<file path="src/rtl/dmem_arbiter.sv">
// Single-port data RAM sequencer shared by fetch (F), load (L) and store (S).
// Fixed priority S > L > F with a starvation guard for F; all outputs registered.
module dmem_arbiter #(
  parameter int RAM_LAT    = 1,
  parameter int STARVE_MAX = 4
) (
  input  logic        iCLK,
  input  logic        iRST,
  input  logic        iREQ_F,
  input  logic        iREQ_L,
  input  logic        iREQ_S,
  input  logic [7:0]  iADDR_F,
  input  logic [7:0]  iADDR_L,
  input  logic [7:0]  iADDR_S,
  input  logic [31:0] iWDATA_S,
  output logic        oDONE_F,
  output logic        oDONE_L,
  output logic        oDONE_S,
  output logic [31:0] oRDATA,
  output logic        oRAM_CE,
  output logic        oRAM_RD,
  output logic        oRAM_WR,
  output logic [7:0]  oRAM_ADDR,
  output logic [31:0] oRAM_DATA_WR,
  input  logic [31:0] iRAM_DATA_RD,
  output logic        oBUSY
);

  localparam int SW = (STARVE_MAX < 1) ? 1 : $clog2(STARVE_MAX + 1);
  localparam logic [SW-1:0] STARVE_TOP = SW'(STARVE_MAX);
  localparam logic [2:0]    LAT_LAST   = 3'(RAM_LAT - 1);

  typedef enum logic [1:0] {IDLE, ACCESS, DONE} state_t;
  typedef enum logic [1:0] {OWN_NONE, OWN_F, OWN_L, OWN_S} owner_t;

  state_t        state, state_d;
  owner_t        owner, owner_d, win;
  logic [2:0]    lat_cnt, lat_d;
  logic [SW-1:0] starve_cnt, starve_d;
  logic [7:0]    addr_q, addr_d;
  logic [31:0]   wdata_q, wdata_d;

  logic        ce_d, rd_d, wr_d, busy_d;
  logic        done_f_d, done_l_d, done_s_d;
  logic [7:0]  ram_addr_d;
  logic [31:0] ram_wdata_d, rdata_d;

  // Next-state logic computes the value every output takes after the edge,
  // so the RAM controls and DONE pulses come straight from flops.
  always_comb begin
    state_d     = state;
    owner_d     = owner;
    lat_d       = lat_cnt;
    starve_d    = starve_cnt;
    addr_d      = addr_q;
    wdata_d     = wdata_q;
    ce_d        = 1'b0;
    rd_d        = 1'b0;
    wr_d        = 1'b0;
    ram_addr_d  = '0;
    ram_wdata_d = '0;
    done_f_d    = 1'b0;
    done_l_d    = 1'b0;
    done_s_d    = 1'b0;
    rdata_d     = oRDATA;
    win         = OWN_NONE;

    unique case (state)
      IDLE: begin
        if (iREQ_F && starve_cnt == STARVE_TOP) win = OWN_F;
        else if (iREQ_S)                        win = OWN_S;
        else if (iREQ_L)                        win = OWN_L;
        else if (iREQ_F)                        win = OWN_F;

        if (!iREQ_F || win == OWN_F)            starve_d = '0;
        else if (starve_cnt != STARVE_TOP)      starve_d = starve_cnt + 1'b1;

        if (win != OWN_NONE) begin
          state_d = ACCESS;
          owner_d = win;
          lat_d   = '0;
          ce_d    = 1'b1;
          case (win)
            OWN_S: begin
              addr_d      = iADDR_S;
              wdata_d     = iWDATA_S;
              wr_d        = 1'b1;
              ram_wdata_d = iWDATA_S;
            end
            OWN_L: begin
              addr_d = iADDR_L;
              rd_d   = 1'b1;
            end
            default: begin
              addr_d = iADDR_F;
              rd_d   = 1'b1;
            end
          endcase
          ram_addr_d = addr_d;
        end
      end

      ACCESS: begin
        if (lat_cnt == LAT_LAST) begin
          state_d  = DONE;
          lat_d    = '0;
          done_f_d = (owner == OWN_F);
          done_l_d = (owner == OWN_L);
          done_s_d = (owner == OWN_S);
          if (owner == OWN_F || owner == OWN_L) rdata_d = iRAM_DATA_RD;
        end else begin
          lat_d       = lat_cnt + 3'd1;
          ce_d        = 1'b1;
          rd_d        = (owner != OWN_S);
          wr_d        = (owner == OWN_S);
          ram_addr_d  = addr_q;
          ram_wdata_d = (owner == OWN_S) ? wdata_q : '0;
        end
      end

      DONE: begin
        state_d = IDLE;
        owner_d = OWN_NONE;
      end

      default: state_d = IDLE;
    endcase

    busy_d = (state_d != IDLE);
  end

  always_ff @(posedge iCLK) begin
    if (iRST) begin
      state        <= IDLE;
      owner        <= OWN_NONE;
      lat_cnt      <= '0;
      starve_cnt   <= '0;
      addr_q       <= '0;
      wdata_q      <= '0;
      oRAM_CE      <= 1'b0;
      oRAM_RD      <= 1'b0;
      oRAM_WR      <= 1'b0;
      oRAM_ADDR    <= '0;
      oRAM_DATA_WR <= '0;
      oDONE_F      <= 1'b0;
      oDONE_L      <= 1'b0;
      oDONE_S      <= 1'b0;
      oRDATA       <= '0;
      oBUSY        <= 1'b0;
    end else begin
      state        <= state_d;
      owner        <= owner_d;
      lat_cnt      <= lat_d;
      starve_cnt   <= starve_d;
      addr_q       <= addr_d;
      wdata_q      <= wdata_d;
      oRAM_CE      <= ce_d;
      oRAM_RD      <= rd_d;
      oRAM_WR      <= wr_d;
      oRAM_ADDR    <= ram_addr_d;
      oRAM_DATA_WR <= ram_wdata_d;
      oDONE_F      <= done_f_d;
      oDONE_L      <= done_l_d;
      oDONE_S      <= done_s_d;
      oRDATA       <= rdata_d;
      oBUSY        <= busy_d;
    end
  end

endmodule
</file>
<file path="config.mk">
export PLATFORM = sky130hd
export DESIGN_NAME = dmem_arbiter
export DESIGN_NICKNAME = d
export VERILOG_FILES = /design/src/rtl/dmem_arbiter.sv
export SDC_FILE = /design/constraint.sdc
export NUM_CORES = 1
export LEC_CHECK = 0
export BUFFER_PORTS_ARGS = -buffer_cell sky130_fd_sc_hd__buf_2
export CORE_ASPECT_RATIO = 0.6
export CORE_MARGIN = 5
export CORE_UTILIZATION = 47
export CTS_BUF_LIST = sky130_fd_sc_hd__clkbuf_8
export DETAILED_ROUTE_END_ITERATION = 12
export PLACE_DENSITY = 0.76
export SLEW_MARGIN = 20
export SYNTH_ARGS = -nofsm -noshare
export SYNTH_HDL_FRONTEND = slang
export SYNTH_SLANG_ARGS = --single-unit
</file>
<file path="constraint.sdc">
create_clock -name iCLK -period 2.2 [get_ports iCLK]
set_clock_uncertainty 0.05 [all_clocks]
set_input_delay 0.55 -clock iCLK [delete_from_list [all_inputs] [get_ports iCLK]]
set_output_delay 0.55 -clock iCLK [all_outputs]
set_load 0.1 [all_outputs]
</file>
---- After elaboration in Yosys (flattened, before gate mapping) ----
Cells that the tools add are included.
cells by class
  add/subtract/negate cells ............... 2
  multiply operators ...................... 0
  div/mod/pow operators ................... 0
  magnitude comparators ................... 0
  eq/ne operators ......................... 12
  shift operators ......................... 0
  mux-type cells .......................... 35
  bitwise operators ....................... 2
  reduce and logical (&&, ||, !) cells .... 18
operator list
  operator                                                                count
  32-bit two-way mux                                                      4
  32-bit case mux with 2 select lines                                     1
  8-bit case mux with 2 select lines                                      2
  8-bit two-way mux                                                       2
  2-bit two-way mux                                                       7
  3-bit two-way mux                                                       4
  2-bit equality test (second input constant)                             5
  2-bit nonzero test                                                      5
  1-bit two-way mux                                                       9
  2-bit case mux with 2 select lines                                      2
  2-bit AND reduction                                                     4
  3-bit by 1-bit adder with 3-bit output (second input constant)          2
  2-bit by 1-bit equality test with 1-bit output (second input constant)  3
  1-bit case mux with 2 select lines                                      3
  3-bit case mux with 2 select lines                                      1
  3-bit AND reduction                                                     2
  2-bit inequality test (second input constant)                           2
  3-bit equality test (second input constant)                             1
  3-bit zero test                                                         1
  3-bit inequality test (second input constant)                           1
  3-bit OR reduction                                                      1
  2-bit zero test                                                         1
  1-bit logical OR                                                        2
  1-bit NOT                                                               2
  other kinds (2)                                                         2
storage, ports and cells
  flip-flop bits (word level) ............. 129
  latch bits .............................. 0
  bits in writable memories ............... 0
  ROM bits ................................ 0
  memories kept ........................... 0

---- Depth between registers and ports, before layout ----
  depth after elaboration ................. 9
  depth in mapped cells ................... 11
  depth with buffers taken out ............ 9

---- Worst setup path after synthesis ----
No wires, ideal clock.
  path type ............................... reg-to-reg
  from .................................... register starve_cnt[0]
  to ...................................... register addr_q[0]
  setup time .............................. 0.086 ns
  data arrival time ....................... 2.203 ns
  required time ........................... 2.064 ns
  path slack .............................. -0.139 ns
  cell stages (with the launch flop) ...... 11
  clock period less this slack ............ 2.339 ns
  cells stage by stage .................... dfxtp_1 -> inv_1 -> ha_1 -> a21bo_2 -> a21oi_1 -> inv_1 -> ha_1 -> clkbuf_1 -> nor2_1 -> a21oi_1 -> a211oi_1
between the ends
  cells in the longest elaborated chain, start to end .. 6
  elaborated cells between the ends (all ways) .. 9
RTL lines
  item                                                                              RTL line  RTL
  from (decl)                                                                       39        logic [SW-1:0] starve_cnt, starve_d;
  from (signal assigned)                                                            154       starve_cnt <= starve_d;
  3-bit equality test *                                                             70        if (iREQ_F && starve_cnt == STARVE_TOP) win = OWN_F;
  1-bit logical AND *                                                               70
  2-bit two-way mux *                                                               70
  2-bit two-way mux *                                                               68        unique case (state)
  2-bit equality test / 2-bit nonzero test (equally long branches)                  83, 78
  8-bit case mux with 2 select lines / 2-bit AND reduction (equally long branches)  --
  to (signal assigned)                                                              155       addr_q <= addr_d;
  to (decl)                                                                         40        logic [7:0] addr_q, addr_d;
Every way passes the cells marked *; elsewhere a longest branch is shown, timed or not. The select of a mux whose other input is x is not followed.
A chain may end at the register's enable or synchronous reset.

---- Worst setup path in the final report ----
  from .................................... register starve_cnt[0]
  to ...................................... register oRAM_DATA_WR[0]
between the ends
  cells in the longest elaborated chain, start to end .. 8
  elaborated cells between the ends (all ways) .. 9
RTL lines
  item                                   RTL line  RTL
  3-bit equality test *                  70
  1-bit logical AND *                    70
  2-bit two-way mux *                    70
  2-bit two-way mux *                    68
  2-bit equality test                    83        case (win)
  32-bit two-way mux                     83
  32-bit two-way mux *                   78        if (win != OWN_NONE) begin
  32-bit case mux with 2 select lines *  68
  to (signal assigned)                   161       oRAM_DATA_WR <= ram_wdata_d;
  to (decl)                              24        output logic [31:0] oRAM_DATA_WR,
Marked as above.

==> flow_summary.json <==
{
  "cts_root_buffer": "clkbuf_8",
  "place_hpwl_um": 8690,
  "multi_input_comb_area_um2": 2340,
  "comb_power_share": 0.229,
  "cp_num_cells": 9,
  "firstDrtPassIters": 5,
  "core_area_um2": 10500,
  "netlist_instances": 508,
  "port_buffers": 171,
  "startpoint_type": "flip-flop",
  "syn-cell-area_um2": 4970,
  "fin_crit_sh": 0.976,
  "ys_seq_area_frac": 0.519,
  "antenna_cells": 0,
  "cp.arrival_ns": 2.48,
  "rsz0062_at_grt": "true",
  "leakage_nw": 2.98,
  "whs_path_depth": 2,
  "required_ns": 2.53,
  "grt_pass1_vias": 4279,
  "drc_errors": 0,
  "ys_ff_latch": 129,
  "ys_types": 34,
  "fin_setup_tns_ns": 0,
  "p_sw_frac": 0.330,
  "die_height_um": 89.7,
  "rows": 29,
  "antenna_found_initial": 0,
  "synth.top_cell.area_share": 0.519,
  "numCtsBuffers": 17,
  "grt.overflow.total": 0,
  "worst_pin_slew_ns": 1.01,
  "setup.worst_path.end_class": "flip-flop",
  "hold_class": "in2reg",
  "path_class": "reg2reg",
  "start_util": 0.476,
  "ff_latch_area_um2": 2580,
  "critPathMaxFanout": 8,
  "track_usage": 0.199,
  "cts_sinks": 129,
  "clock.fmax_mhz": 466,
  "final-setup-viol-count": 0,
  "worst-path-buf-inv": 2,
  "cp_slowest_cell": "or4_4",
  "grt_pass1_wl_um": 20200,
  "fp.dieArea_um2": 12800,
  "cts.clk_slew.worst_paths_ns": 0.08,
  "hold_violations": 0,
  "die_w_um": 143,
  "pwr_density_cell_nw_per_um2": 889,
  "outcome": "finished, final reports clean",
  "gp_congestion": 0.843,
  "whs_ns": 0.287,
  "ir_worst_vdd_mv": 0.468,
  "max-clock-path-buffers": 2,
  "initialDrtViolationCount": 179,
  "critPathTopFamily": "simple AND/OR/NAND/NOR gates",
  "viasPerCell": 5.08,
  "cts_tree": "done",
  "ios": 172,
  "avgSynthCellArea_um2": 9.79,
  "insertion_delay_ns": 0.44,
  "layout-drive-gt1-share": 0.374,
  "yosysWarnings": 0,
  "grt_max_degree": 75,
  "post-route-min-period_ns": 2.15,
  "critPathMaxStageDelay_ns": 0.50,
  "postLayoutCellArea_um2": 6780,
  "yosys-top-cells-area": "dfxtp_1 (52%), nand2b_1 (8.4%), a22o_1 (7.0%)",
  "ctsHoldBuffers": 0,
  "final_nets": 800,
  "max_slew_margin": 0.324,
  "drtAntennaViolNets": 0,
  "routedWlPerCell_um": 14.9,
  "power_frac_seq": 0.426,
  "maxCapViolCount": 0,
  "htreeDepth": 4,
  "area_growth_syn_to_layout_pct": 36.4,
  "report.final.slew_viol_count": 0,
  "path_cells": "inv_2 > ha_4 > a21bo_4 > a21oi_4 > ha_2 > or4_4 > nor2_4 > bufbuf_16 > a22o_1",
  "drt_wl_total_um": 12600,
  "synth_fp_nets": 612,
  "filler_cell_count": 845,
  "pwr-share-clk": 0.345,
  "dpl_cell_area_um2": 6140,
  "via_count": 4304,
  "utilization": 0.649,
  "p_int_mw": 4.04,
  "p_sw_mw": 1.99,
  "synth_area_leader_cell": "dfxtp_1",
  "r2r_cells": 9
}
[path summary, 6_finish.rpt]
check	slack, ns	to	startpoint
max	0.05	oRAM_DATA_WR[0]	starve_cnt[0]
max reg2reg	0.05	oRAM_DATA_WR[0]	starve_cnt[0]
min	0.29	oRAM_DATA_WR[17]	iWDATA_S[17]
min reg2reg	0.41	wdata_q[14]	wdata_q[14]
[worst reg2reg max path: cells and delay by family (launching register included)]
family,cells,cell delay (ns)
AO/OA/AOI/OAI,3,0.34
flip-flops,1,0.33
AND/OR/NAND/NOR,2,0.65
buffers and inverters,2,0.37
adder cells (fa/ha/maj),2,0.35
[sequential cells by signal, summed over array words and instances (netlist names)]
signal,count
oBUSY,1
oDONE_F,1
lat_cnt,3
oRDATA,32
oRAM_RD,1
oRAM_CE,1
owner,2
wdata_q,32
oDONE_L,1
addr_q,8
oDONE_S,1
oRAM_WR,1
oRAM_ADDR,8
oRAM_DATA_WR,32
state,2
starve_cnt,3
[what timing repair did]
action	4_1_cts	5_1_grt
buffers inserted	5	0
endpoints found under the setup margin	79	74
pin swaps	5	6
resized for setup	18	14
gates cloned	2	0
[metrics by stage]
step                power [mW]  worst slack (ns)  cells
floorplan                 3.59          -0.00524    508
global placement          3.89           -0.0743    809
detailed placement        3.92            -0.147    809
CTS                       6.06           -0.0104    848
global route              6.27           -0.0313    848
finish                    6.03            0.0534    848
[cell type report]
class                   count  share of cell area
clock buffers              18              0.0365
clock inverters            14              0.0244
inverters                  10             0.00554
multi-input cells         334               0.345
flip-flops and latches    129               0.381
well taps                 139              0.0256
repair buffers            204               0.182
[power groups by stage]
stage          Combinational (mW)  Clock, mW  Sequential [mW]
2_1_floorplan               0.393          0             3.20
3_3_place_gp                 1.28          0             2.61
3_5_place_dp                 1.30          0             2.62
4_1_cts                      1.37       2.13             2.57
5_1_grt                      1.46       2.22             2.59
6_report                     1.38       2.08             2.57
[per-layer routing]
layer	track usage	share of wire	vias to the layer above
met4	0.0725	0.012	0
met5	0	0	-
met1	0.250	0.45	2011
met3	0.0667	0.075	17
met2	0.325	0.47	143
li1	-	-	2133
[synth_stat cells (all sizes together)]
cell     count
or4b         1
dfxtp      129
a21oi       49
a211oi       9
nor4b        3
a21bo        1
ha          11
and2         3
o21ai        7
or2          1
nor2        11
nand2       66
a22o        40
mux2i       32
o22a         1
and4b        1
inv         10
nand3b       2
o32ai        2
or3          1
nand4        3
a21boi       2
o2bb2ai      8
nand3        1
or4          1
nand2b      67
nor3         7
nor2b        4
buf          9
clkbuf      26
[cell usage in the layout, fill, tap and decap left out, types with 6 or more instances in the layout]
| cell type | netlist | layout |
|---|---|---|
| dfxtp_1 | 129 | 127 |
| nand2_1 | 66 | 66 |
| buf_4 | 6 | 23 |
| a21oi_2 | 0 | 6 |
| inv_1 | 10 | 7 |
| buf_12 | 0 | 6 |
| nor2_1 | 10 | 9 |
| ha_1 | 11 | 7 |
| a211oi_1 | 9 | 7 |
| buf_2 | 3 | 171 |
| clkbuf_8 | 0 | 18 |
| a22o_1 | 40 | 40 |
| o21ai_0 | 7 | 6 |
| o2bb2ai_1 | 8 | 8 |
| mux2i_1 | 32 | 32 |
| nand2b_1 | 67 | 67 |
| a21oi_1 | 49 | 42 |
[logic make-up after synthesis]
group | count (synthesis) | share of synthesized area
flip-flops | 129 | 0.519
multiplexers | 32 | 0.0644
AND/OR/NAND/NOR | 172 | 0.184
buffers and inverters | 45 | 0.0393
AO/OA/AOI/OAI | 119 | 0.165
adder cells (fa/ha/maj) | 11 | 0.0277
(Power assumes the default switching activity.)
